[src/rtl/hazard_fwd_ctrl_if.sv]
// Signal bundle between the RV32I pipeline and its forwarding/hazard controller.
// The master drives ID decode fields, branch and hold; the slave returns selects, enables and counters.
interface hazard_fwd_ctrl_if #(
  parameter int REG_AW = 5,
  parameter int CNT_W  = 16
);
  logic              hold;
  logic              id_valid;
  logic [REG_AW-1:0] id_rs1;
  logic [REG_AW-1:0] id_rs2;
  logic              id_uses_rs1;
  logic              id_uses_rs2;
  logic [REG_AW-1:0] id_rd;
  logic              id_reg_write;
  logic              id_mem_read;
  logic              ex_branch_taken;
  logic [1:0]        forward_a;
  logic [1:0]        forward_b;
  logic              pc_write;
  logic              if_id_write;
  logic              if_id_flush;
  logic              id_ex_flush;
  logic [CNT_W-1:0]  stall_cnt;
  logic [CNT_W-1:0]  flush_cnt;

  modport master (
    output hold, id_valid, id_rs1, id_rs2, id_uses_rs1, id_uses_rs2,
           id_rd, id_reg_write, id_mem_read, ex_branch_taken,
    input  forward_a, forward_b, pc_write, if_id_write, if_id_flush,
           id_ex_flush, stall_cnt, flush_cnt
  );

  modport slave (
    input  hold, id_valid, id_rs1, id_rs2, id_uses_rs1, id_uses_rs2,
           id_rd, id_reg_write, id_mem_read, ex_branch_taken,
    output forward_a, forward_b, pc_write, if_id_write, if_id_flush,
           id_ex_flush, stall_cnt, flush_cnt
  );
endinterface

[src/rtl/hazard_fwd_ctrl.sv]
// Forwarding and hazard controller for a 5-stage RV32I pipeline: registered EX operand
// selects from a shadow copy of EX/MEM/WB destinations, load-use stalls, branch flushes.
module hazard_fwd_ctrl #(
  parameter int REG_AW = 5,
  parameter int CNT_W  = 16
) (
  input logic              clk,
  input logic              rst,
  hazard_fwd_ctrl_if.slave bus
);

  logic [REG_AW-1:0] ex_rd_q, ex_rd_d;
  logic              ex_rw_q, ex_rw_d;
  logic              ex_mr_q, ex_mr_d;
  logic [REG_AW-1:0] mem_rd_q, mem_rd_d;
  logic              mem_rw_q, mem_rw_d;
  logic [REG_AW-1:0] wb_rd_q, wb_rd_d;
  logic              wb_rw_q, wb_rw_d;
  logic [1:0]        fwd_a_q, fwd_a_d;
  logic [1:0]        fwd_b_q, fwd_b_d;
  logic [CNT_W-1:0]  stall_cnt_q, stall_cnt_d;
  logic [CNT_W-1:0]  flush_cnt_q, flush_cnt_d;

  logic lu;
  logic bubble;

  function automatic logic [CNT_W-1:0] sat_inc(input logic [CNT_W-1:0] c);
    return (&c) ? c : c + CNT_W'(1);
  endfunction

  // The instruction now in EX lands in MEM next cycle (select 10); the one in MEM lands in WB (01).
  function automatic logic [1:0] fwd_sel(
    input logic [REG_AW-1:0] rs,
    input logic              uses,
    input logic [REG_AW-1:0] e_rd,
    input logic              e_rw,
    input logic [REG_AW-1:0] m_rd,
    input logic              m_rw
  );
    if (!uses || rs == '0)       return 2'b00;
    else if (e_rw && e_rd == rs) return 2'b10;
    else if (m_rw && m_rd == rs) return 2'b01;
    else                         return 2'b00;
  endfunction

  // The WB shadow has no consumer: WB-to-ID hazards are covered by the write-first register file.
  logic unused_wb;
  assign unused_wb = ^{wb_rd_q, wb_rw_q};

  always_comb begin
    lu = bus.id_valid && ex_mr_q && (ex_rd_q != '0) &&
         ((bus.id_uses_rs1 && bus.id_rs1 == ex_rd_q) ||
          (bus.id_uses_rs2 && bus.id_rs2 == ex_rd_q));
    bubble = !bus.id_valid || lu || bus.ex_branch_taken;

    bus.pc_write    = !bus.hold && (bus.ex_branch_taken || !lu);
    bus.if_id_write = !bus.hold && (bus.ex_branch_taken || !lu);
    bus.if_id_flush = !bus.hold && bus.ex_branch_taken;
    bus.id_ex_flush = !bus.hold && (bus.ex_branch_taken || lu);

    ex_rd_d     = ex_rd_q;
    ex_rw_d     = ex_rw_q;
    ex_mr_d     = ex_mr_q;
    mem_rd_d    = mem_rd_q;
    mem_rw_d    = mem_rw_q;
    wb_rd_d     = wb_rd_q;
    wb_rw_d     = wb_rw_q;
    fwd_a_d     = fwd_a_q;
    fwd_b_d     = fwd_b_q;
    stall_cnt_d = stall_cnt_q;
    flush_cnt_d = flush_cnt_q;

    if (!bus.hold) begin
      wb_rd_d  = mem_rd_q;
      wb_rw_d  = mem_rw_q;
      mem_rd_d = ex_rd_q;
      mem_rw_d = ex_rw_q;
      if (bubble) begin
        ex_rd_d = '0;
        ex_rw_d = 1'b0;
        ex_mr_d = 1'b0;
        fwd_a_d = 2'b00;
        fwd_b_d = 2'b00;
      end else begin
        ex_rd_d = bus.id_rd;
        ex_rw_d = bus.id_reg_write;
        ex_mr_d = bus.id_mem_read;
        fwd_a_d = fwd_sel(bus.id_rs1, bus.id_uses_rs1, ex_rd_q, ex_rw_q, mem_rd_q, mem_rw_q);
        fwd_b_d = fwd_sel(bus.id_rs2, bus.id_uses_rs2, ex_rd_q, ex_rw_q, mem_rd_q, mem_rw_q);
      end
      if (bus.ex_branch_taken)
        flush_cnt_d = sat_inc(flush_cnt_q);
      else if (lu)
        stall_cnt_d = sat_inc(stall_cnt_q);
    end
  end

  always_ff @(posedge clk or posedge rst) begin
    if (rst) begin
      ex_rd_q     <= '0;
      ex_rw_q     <= 1'b0;
      ex_mr_q     <= 1'b0;
      mem_rd_q    <= '0;
      mem_rw_q    <= 1'b0;
      wb_rd_q     <= '0;
      wb_rw_q     <= 1'b0;
      fwd_a_q     <= 2'b00;
      fwd_b_q     <= 2'b00;
      stall_cnt_q <= '0;
      flush_cnt_q <= '0;
    end else begin
      ex_rd_q     <= ex_rd_d;
      ex_rw_q     <= ex_rw_d;
      ex_mr_q     <= ex_mr_d;
      mem_rd_q    <= mem_rd_d;
      mem_rw_q    <= mem_rw_d;
      wb_rd_q     <= wb_rd_d;
      wb_rw_q     <= wb_rw_d;
      fwd_a_q     <= fwd_a_d;
      fwd_b_q     <= fwd_b_d;
      stall_cnt_q <= stall_cnt_d;
      flush_cnt_q <= flush_cnt_d;
    end
  end

  assign bus.forward_a = fwd_a_q;
  assign bus.forward_b = fwd_b_q;
  assign bus.stall_cnt = stall_cnt_q;
  assign bus.flush_cnt = flush_cnt_q;

endmodule

[src/flat_wrapper.sv]
// flat-port wrapper written by rule: the top's interface ports become plain ports
module hazard_fwd_ctrl_flat 
#(
  parameter int REG_AW = 5,
  parameter int CNT_W  = 16
)
  (clk, rst, bus_hold, bus_id_valid, bus_id_rs1, bus_id_rs2, bus_id_uses_rs1, bus_id_uses_rs2, bus_id_rd, bus_id_reg_write, bus_id_mem_read, bus_ex_branch_taken, bus_forward_a, bus_forward_b, bus_pc_write, bus_if_id_write, bus_if_id_flush, bus_id_ex_flush, bus_stall_cnt, bus_flush_cnt);
  hazard_fwd_ctrl_if #(.REG_AW(REG_AW), .CNT_W(CNT_W)) bus_i ();
  input logic clk;
  input logic rst;
  input wire logic [$bits(bus_i.hold)-1:0] bus_hold;
  input wire logic [$bits(bus_i.id_valid)-1:0] bus_id_valid;
  input wire logic [$bits(bus_i.id_rs1)-1:0] bus_id_rs1;
  input wire logic [$bits(bus_i.id_rs2)-1:0] bus_id_rs2;
  input wire logic [$bits(bus_i.id_uses_rs1)-1:0] bus_id_uses_rs1;
  input wire logic [$bits(bus_i.id_uses_rs2)-1:0] bus_id_uses_rs2;
  input wire logic [$bits(bus_i.id_rd)-1:0] bus_id_rd;
  input wire logic [$bits(bus_i.id_reg_write)-1:0] bus_id_reg_write;
  input wire logic [$bits(bus_i.id_mem_read)-1:0] bus_id_mem_read;
  input wire logic [$bits(bus_i.ex_branch_taken)-1:0] bus_ex_branch_taken;
  output wire logic [$bits(bus_i.forward_a)-1:0] bus_forward_a;
  output wire logic [$bits(bus_i.forward_b)-1:0] bus_forward_b;
  output wire logic [$bits(bus_i.pc_write)-1:0] bus_pc_write;
  output wire logic [$bits(bus_i.if_id_write)-1:0] bus_if_id_write;
  output wire logic [$bits(bus_i.if_id_flush)-1:0] bus_if_id_flush;
  output wire logic [$bits(bus_i.id_ex_flush)-1:0] bus_id_ex_flush;
  output wire logic [$bits(bus_i.stall_cnt)-1:0] bus_stall_cnt;
  output wire logic [$bits(bus_i.flush_cnt)-1:0] bus_flush_cnt;
  assign bus_i.hold = bus_hold;
  assign bus_i.id_valid = bus_id_valid;
  assign bus_i.id_rs1 = bus_id_rs1;
  assign bus_i.id_rs2 = bus_id_rs2;
  assign bus_i.id_uses_rs1 = bus_id_uses_rs1;
  assign bus_i.id_uses_rs2 = bus_id_uses_rs2;
  assign bus_i.id_rd = bus_id_rd;
  assign bus_i.id_reg_write = bus_id_reg_write;
  assign bus_i.id_mem_read = bus_id_mem_read;
  assign bus_i.ex_branch_taken = bus_ex_branch_taken;
  assign bus_forward_a = bus_i.forward_a;
  assign bus_forward_b = bus_i.forward_b;
  assign bus_pc_write = bus_i.pc_write;
  assign bus_if_id_write = bus_i.if_id_write;
  assign bus_if_id_flush = bus_i.if_id_flush;
  assign bus_id_ex_flush = bus_i.id_ex_flush;
  assign bus_stall_cnt = bus_i.stall_cnt;
  assign bus_flush_cnt = bus_i.flush_cnt;
  hazard_fwd_ctrl #(.REG_AW(REG_AW), .CNT_W(CNT_W)) u_core (.clk(clk), .rst(rst), .bus(bus_i));
endmodule
[config.mk]
export PLATFORM = sky130hd
export DESIGN_NAME = hazard_fwd_ctrl_flat
export DESIGN_NICKNAME = d
export VERILOG_FILES = /design/src/rtl/hazard_fwd_ctrl_if.sv /design/src/rtl/hazard_fwd_ctrl.sv /design/src/flat_wrapper.sv
export SDC_FILE = /design/constraint.sdc
export NUM_CORES = 1
export LEC_CHECK = 0
export BUFFER_PORTS_ARGS = -buffer_cell sky130_fd_sc_hd__buf_2
export CAP_MARGIN = 20
export CELL_PAD_IN_SITES_DETAIL_PLACEMENT = 0
export CELL_PAD_IN_SITES_GLOBAL_PLACEMENT = 2
export CORE_AREA = 2 2 69 136
export CTS_BUF_LIST = sky130_fd_sc_hd__clkbuf_4 sky130_fd_sc_hd__clkbuf_8
export DETAILED_ROUTE_END_ITERATION = 6
export DIE_AREA = 0 0 71 138
export GPL_TIMING_DRIVEN = 0
export MAX_ROUTING_LAYER = met4
export PLACE_DENSITY_LB_ADDON = 0.12
export SLEW_MARGIN = 15
export SYNTH_ARGS = -nofsm -noshare
export SYNTH_HDL_FRONTEND = slang
export SYNTH_SLANG_ARGS = --single-unit
[constraint.sdc]
create_clock -name clk -period 2.3 [get_ports clk]
set_input_delay 0.23 -clock clk [delete_from_list [all_inputs] [get_ports clk]]
set_output_delay 0.23 -clock clk [all_outputs]
set_load 0.05 [all_outputs]
==> flow_metrics.py <==
metrics = {
    "detailed_routing": {
        "drcViolationCount": 0,
        "firstDrtPassIters": 3,
        "routed-wl-met3_um": 206,
        "wl_met2_mm": 4.018,
        "ant_nets": 0,
        "drtIter0Drc": 85,
        "wl_met1_mm": 2.734,
        "wl_mm": 7.071,
        "via_per_inst": 4.969,
        "top_layer": "met4",
        "wl_per_cell_um": 16.80,
        "vias": 2092,
    },
    "floorplan": {
        "die_y_um": 138,
        "ios": 64,
        "die_area_sq_um": 9798,
        "chipWidth_um": 71,
        "coreArea_sq_um": 8890,
        "rows": 49,
        "initial_core_util_pct": 28.80,
    },
    "sta": {
        "clock_skew_ps": 6.739,
        "finalHoldViolCount": 0,
        "slew-limit-headroom_pct": 58.94,
        "post-route-period-util_pct": 99.02,
        "worstMarginPinSlew_ps": 615.9,
        "slew_viol_final": 0,
        "setup_violations": 0,
        "rsz0062_at_grt": "true",
        "finalCriticalPeriod_ps": 2278,
        "fmax_mhz": 439.1,
    },
    "critical_path": {
        "critPathLaunchType": "flop",
        "crit_path_max_fanout": 5,
        "rr_endpoint": "u_core.bus.stall_cnt[1]$_DFFE_PP0P_",
        "cp.buffers_inverters": 2,
        "reg2reg_depth": 7,
        "path_class": "reg -> out",
        "setup.worst_path.start": "u_core.ex_rd_q[4]$_DFFE_PP0N_",
        "required_ps": 2070,
        "reg2reg_setup_slack_ps": 80,
        "worstPathCellList": "or4_4, o21ai_4, nor2_4, a31oi_4, buf_6, buf_8",
        "crit_path_end": "bus_pc_write",
        "cp.arrival_ps": 2050,
        "worst-path-stages": 6,
        "cpMaxStageDelayCell": "or4_4",
        "r2r-start": "u_core.ex_rd_q[4]$_DFFE_PP0N_",
        "cp_slowest_stage_delay_ps": 560,
        "cpLargestDelayFamily": "simple AND/OR/NAND/NOR gates",
        "cp-end-kind": "primary output",
    },
    "logic_synthesis": {
        "syn_nets": 263,
        "avgSynthCellArea_sq_um": 10.80,
        "synth_top_area_cell": "dfrtp_1",
        "yosysMostFrequentCell": "dfrtp_1",
        "synth_top_area_share_pct": 47.90,
        "netlist_instances": 237,
        "synth.mux.area_fraction_pct": 3.519,
        "ys_types": 37,
        "yosysWarningCount": 0,
        "synth-xor-area-share_pct": 16.42,
        "ys_seq_elements": 49,
        "netlist_top_cells_count": "dfrtp_1, xor2_1, xnor2_1",
        "ys.flop_type": "dfrtp_1",
        "synthAdderAreaFrac_pct": 0.9775,
        "synthTopCellsByArea": "dfrtp_1, xor2_1, xnor2_1, mux2_2, nand3_1",
        "async_flop_share_pct": 100.0,
        "synth-compound-area-share_pct": 8.700,
        "synth_top_family_by_area": "simple AND/OR/NAND/NOR gates",
        "synthSimpleGateAreaFrac_pct": 19.84,
        "netlist_area_sq_um": 2560,
        "ys_seq_area_share_pct": 47.90,
        "synth_edf_count": 0,
    },
    "final_layout": {
        "layout.cells.non_filler": 421,
        "final_area_sq_um": 3333,
        "syn2layout_area_growth_pct": 30.21,
        "final_util_pct": 37.49,
        "nNetsFinal": 344,
        "antenna_cells": 0,
        "drive_gt1_share_pct": 36.68,
    },
    "power_and_ir_drop": {
        "power.total_mw": 2.268,
        "ir_worst_vdd_uv": 380.0,
        "power_density_nw_per_um2": 680.5,
        "p_leak_nw": 1.633,
    },
    "cts": {
        "clock_sinks": 49,
        "clockBufferDepth": 2,
        "numCtsBuffers": 5,
        "h-tree-depth": 2,
        "clkTransAtPathRegs_ps": 90,
        "cts-root-buf": "clkbuf_8",
        "cts_tree": "done",
        "insertion_delay_ps": 310,
    },
    "outcome": {
        "outcome": "finished, final reports clean",
    },
    "global_route": {
        "grt_max_degree": 32,
        "overflow": 0,
        "grt_pass1_wl_mm": 11.41,
        "antenna_found_initial": 0,
        "grtUsageTotal_pct": 15.39,
        "grt_pass1_vias": 2186,
    },
    "placed_design": {
        "dp_cells": 403,
        "placed_area_sq_um": 3038,
        "port_buffers": 63,
        "gp_congestion": 0.8004,
        "hpwl_mm": 5.504,
    },
    "run": {
        "cap_violations": 0,
    },
    "hold_path": {
        "hp-class": "in -> reg",
    },
}
-- flip-flops by register name (all words and copies together) (netlist names) --
register              count
u_core.bus.stall_cnt     16
u_core.mem_rw_q           1
u_core.bus.flush_cnt     16
u_core.bus.forward_b      2
u_core.bus.forward_a      2
u_core.ex_mr_q            1
u_core.mem_rd_q           5
u_core.ex_rw_q            1
u_core.ex_rd_q            5
-- metal layers --
metal / track usage, % / vias up
met1: 15.75 / 1020
met4: 5.065 / 0
met3: 2.551 / 7
met5: - / -
met2: 28.78 / 41
li1: - / 1024
-- worst min path at each step --
| stage | end | slack, ps | cells after the start | start |
|---|---|---|---|---|
| 6_report | u_core.ex_rd_q[3]$_DFFE_PP0N_ | 130 | 2 | bus_id_rd[3] |
| 4_1_cts | u_core.ex_rd_q[3]$_DFFE_PP0N_ | 110 | 2 | bus_id_rd[3] |
| 5_1_grt | u_core.ex_rd_q[4]$_DFFE_PP0N_ | 120 | 2 | bus_id_rd[4] |
| 3_3_place_gp | u_core.ex_rd_q[2]$_DFFE_PP0N_ | 440 | 2 | bus_id_rd[2] |
| 2_1_floorplan | u_core.ex_mr_q$_DFFE_PP0N_ | 360 | 1 | bus_id_mem_read |
| 3_5_place_dp | u_core.bus.flush_cnt[7]$_DFFE_PP0P_ | 270 | 2 | rst |
-- area by class of cell --
class	instances	area (sq um)
Buffer	5	37.54
Clock buffer	7	90.09
Clock inverter	1	30.03
Fill cell	909	5557
Inverter	9	33.78
Multi-Input combinational cell	174	1354
Sequential cell	49	1232
Tap cell	102	127.6
Timing Repair Buffer	74	427.9
-- report_power, final --
part / total (mW) / switching, mW / internal (mW)
sequential: 1.04 / 0.111 / 0.934
combinational: 0.545 / 0.370 / 0.175
clock: 0.678 / 0.311 / 0.367
total: 2.27 / 0.792 / 1.48
-- through the flow --
step | hold slack [ps] | setup slack (ps) | setup TNS (ps)
6_report | 125.7 | 22.49 | 0
3_3_place_gp | 443.5 | -55.96 | -55.96
4_1_cts | 112.2 | -11.90 | -11.90
5_1_grt | 115.7 | -49.58 | -81.71
3_5_place_dp | 269.1 | -47.96 | -47.96
2_1_floorplan | 358.4 | 60.37 | 0
-- cell families (layout without fill, tap and decap cells) --
logic type | count (synthesis) | count (layout)
xor+xnor | 48 | 48
fa+ha+maj | 2 | 2
simple gates | 90 | 90
buf+inv | 14 | 96
mux | 8 | 8
flops | 49 | 49
compound gates | 26 | 26
-- cell usage in the layout (no fill, tap or decap), types with 3 or more instances in the layout --
master	n
and3_1	3
nor3_1	15
nand4_1	11
dfrtp_1	44
mux2_2	8
a21oi_1	3
nor2_1	7
nor4_1	6
dfrtp_2	5
xnor2_2	3
nand3_1	15
nand2_1	15
buf_4	12
buf_2	60
inv_1	7
xnor2_1	16
clkbuf_8	6
xor2_1	29
a22o_1	9
-- timing repair --
item                                   in CTS  in global routing
gates resized for setup                    19                  5
hold buffers                                1                  0
pin swaps                                   5                  9
setup endpoints to repair                   3                  5
setup buffers                               5                  4
endpoints found under the hold margin      18                  0
cloned                                      0                  0
-- worst register-to-register path: cells and delay by family, from the launching register on --
| family | cells | cell delay [ps] |
|---|---|---|
| buf+inv | 2 | 260 |
| mux | 1 | 320 |
| compound gates | 2 | 360 |
| flops | 1 | 470 |
| simple gates | 2 | 710 |
Power figures use the tool's default switching activity.
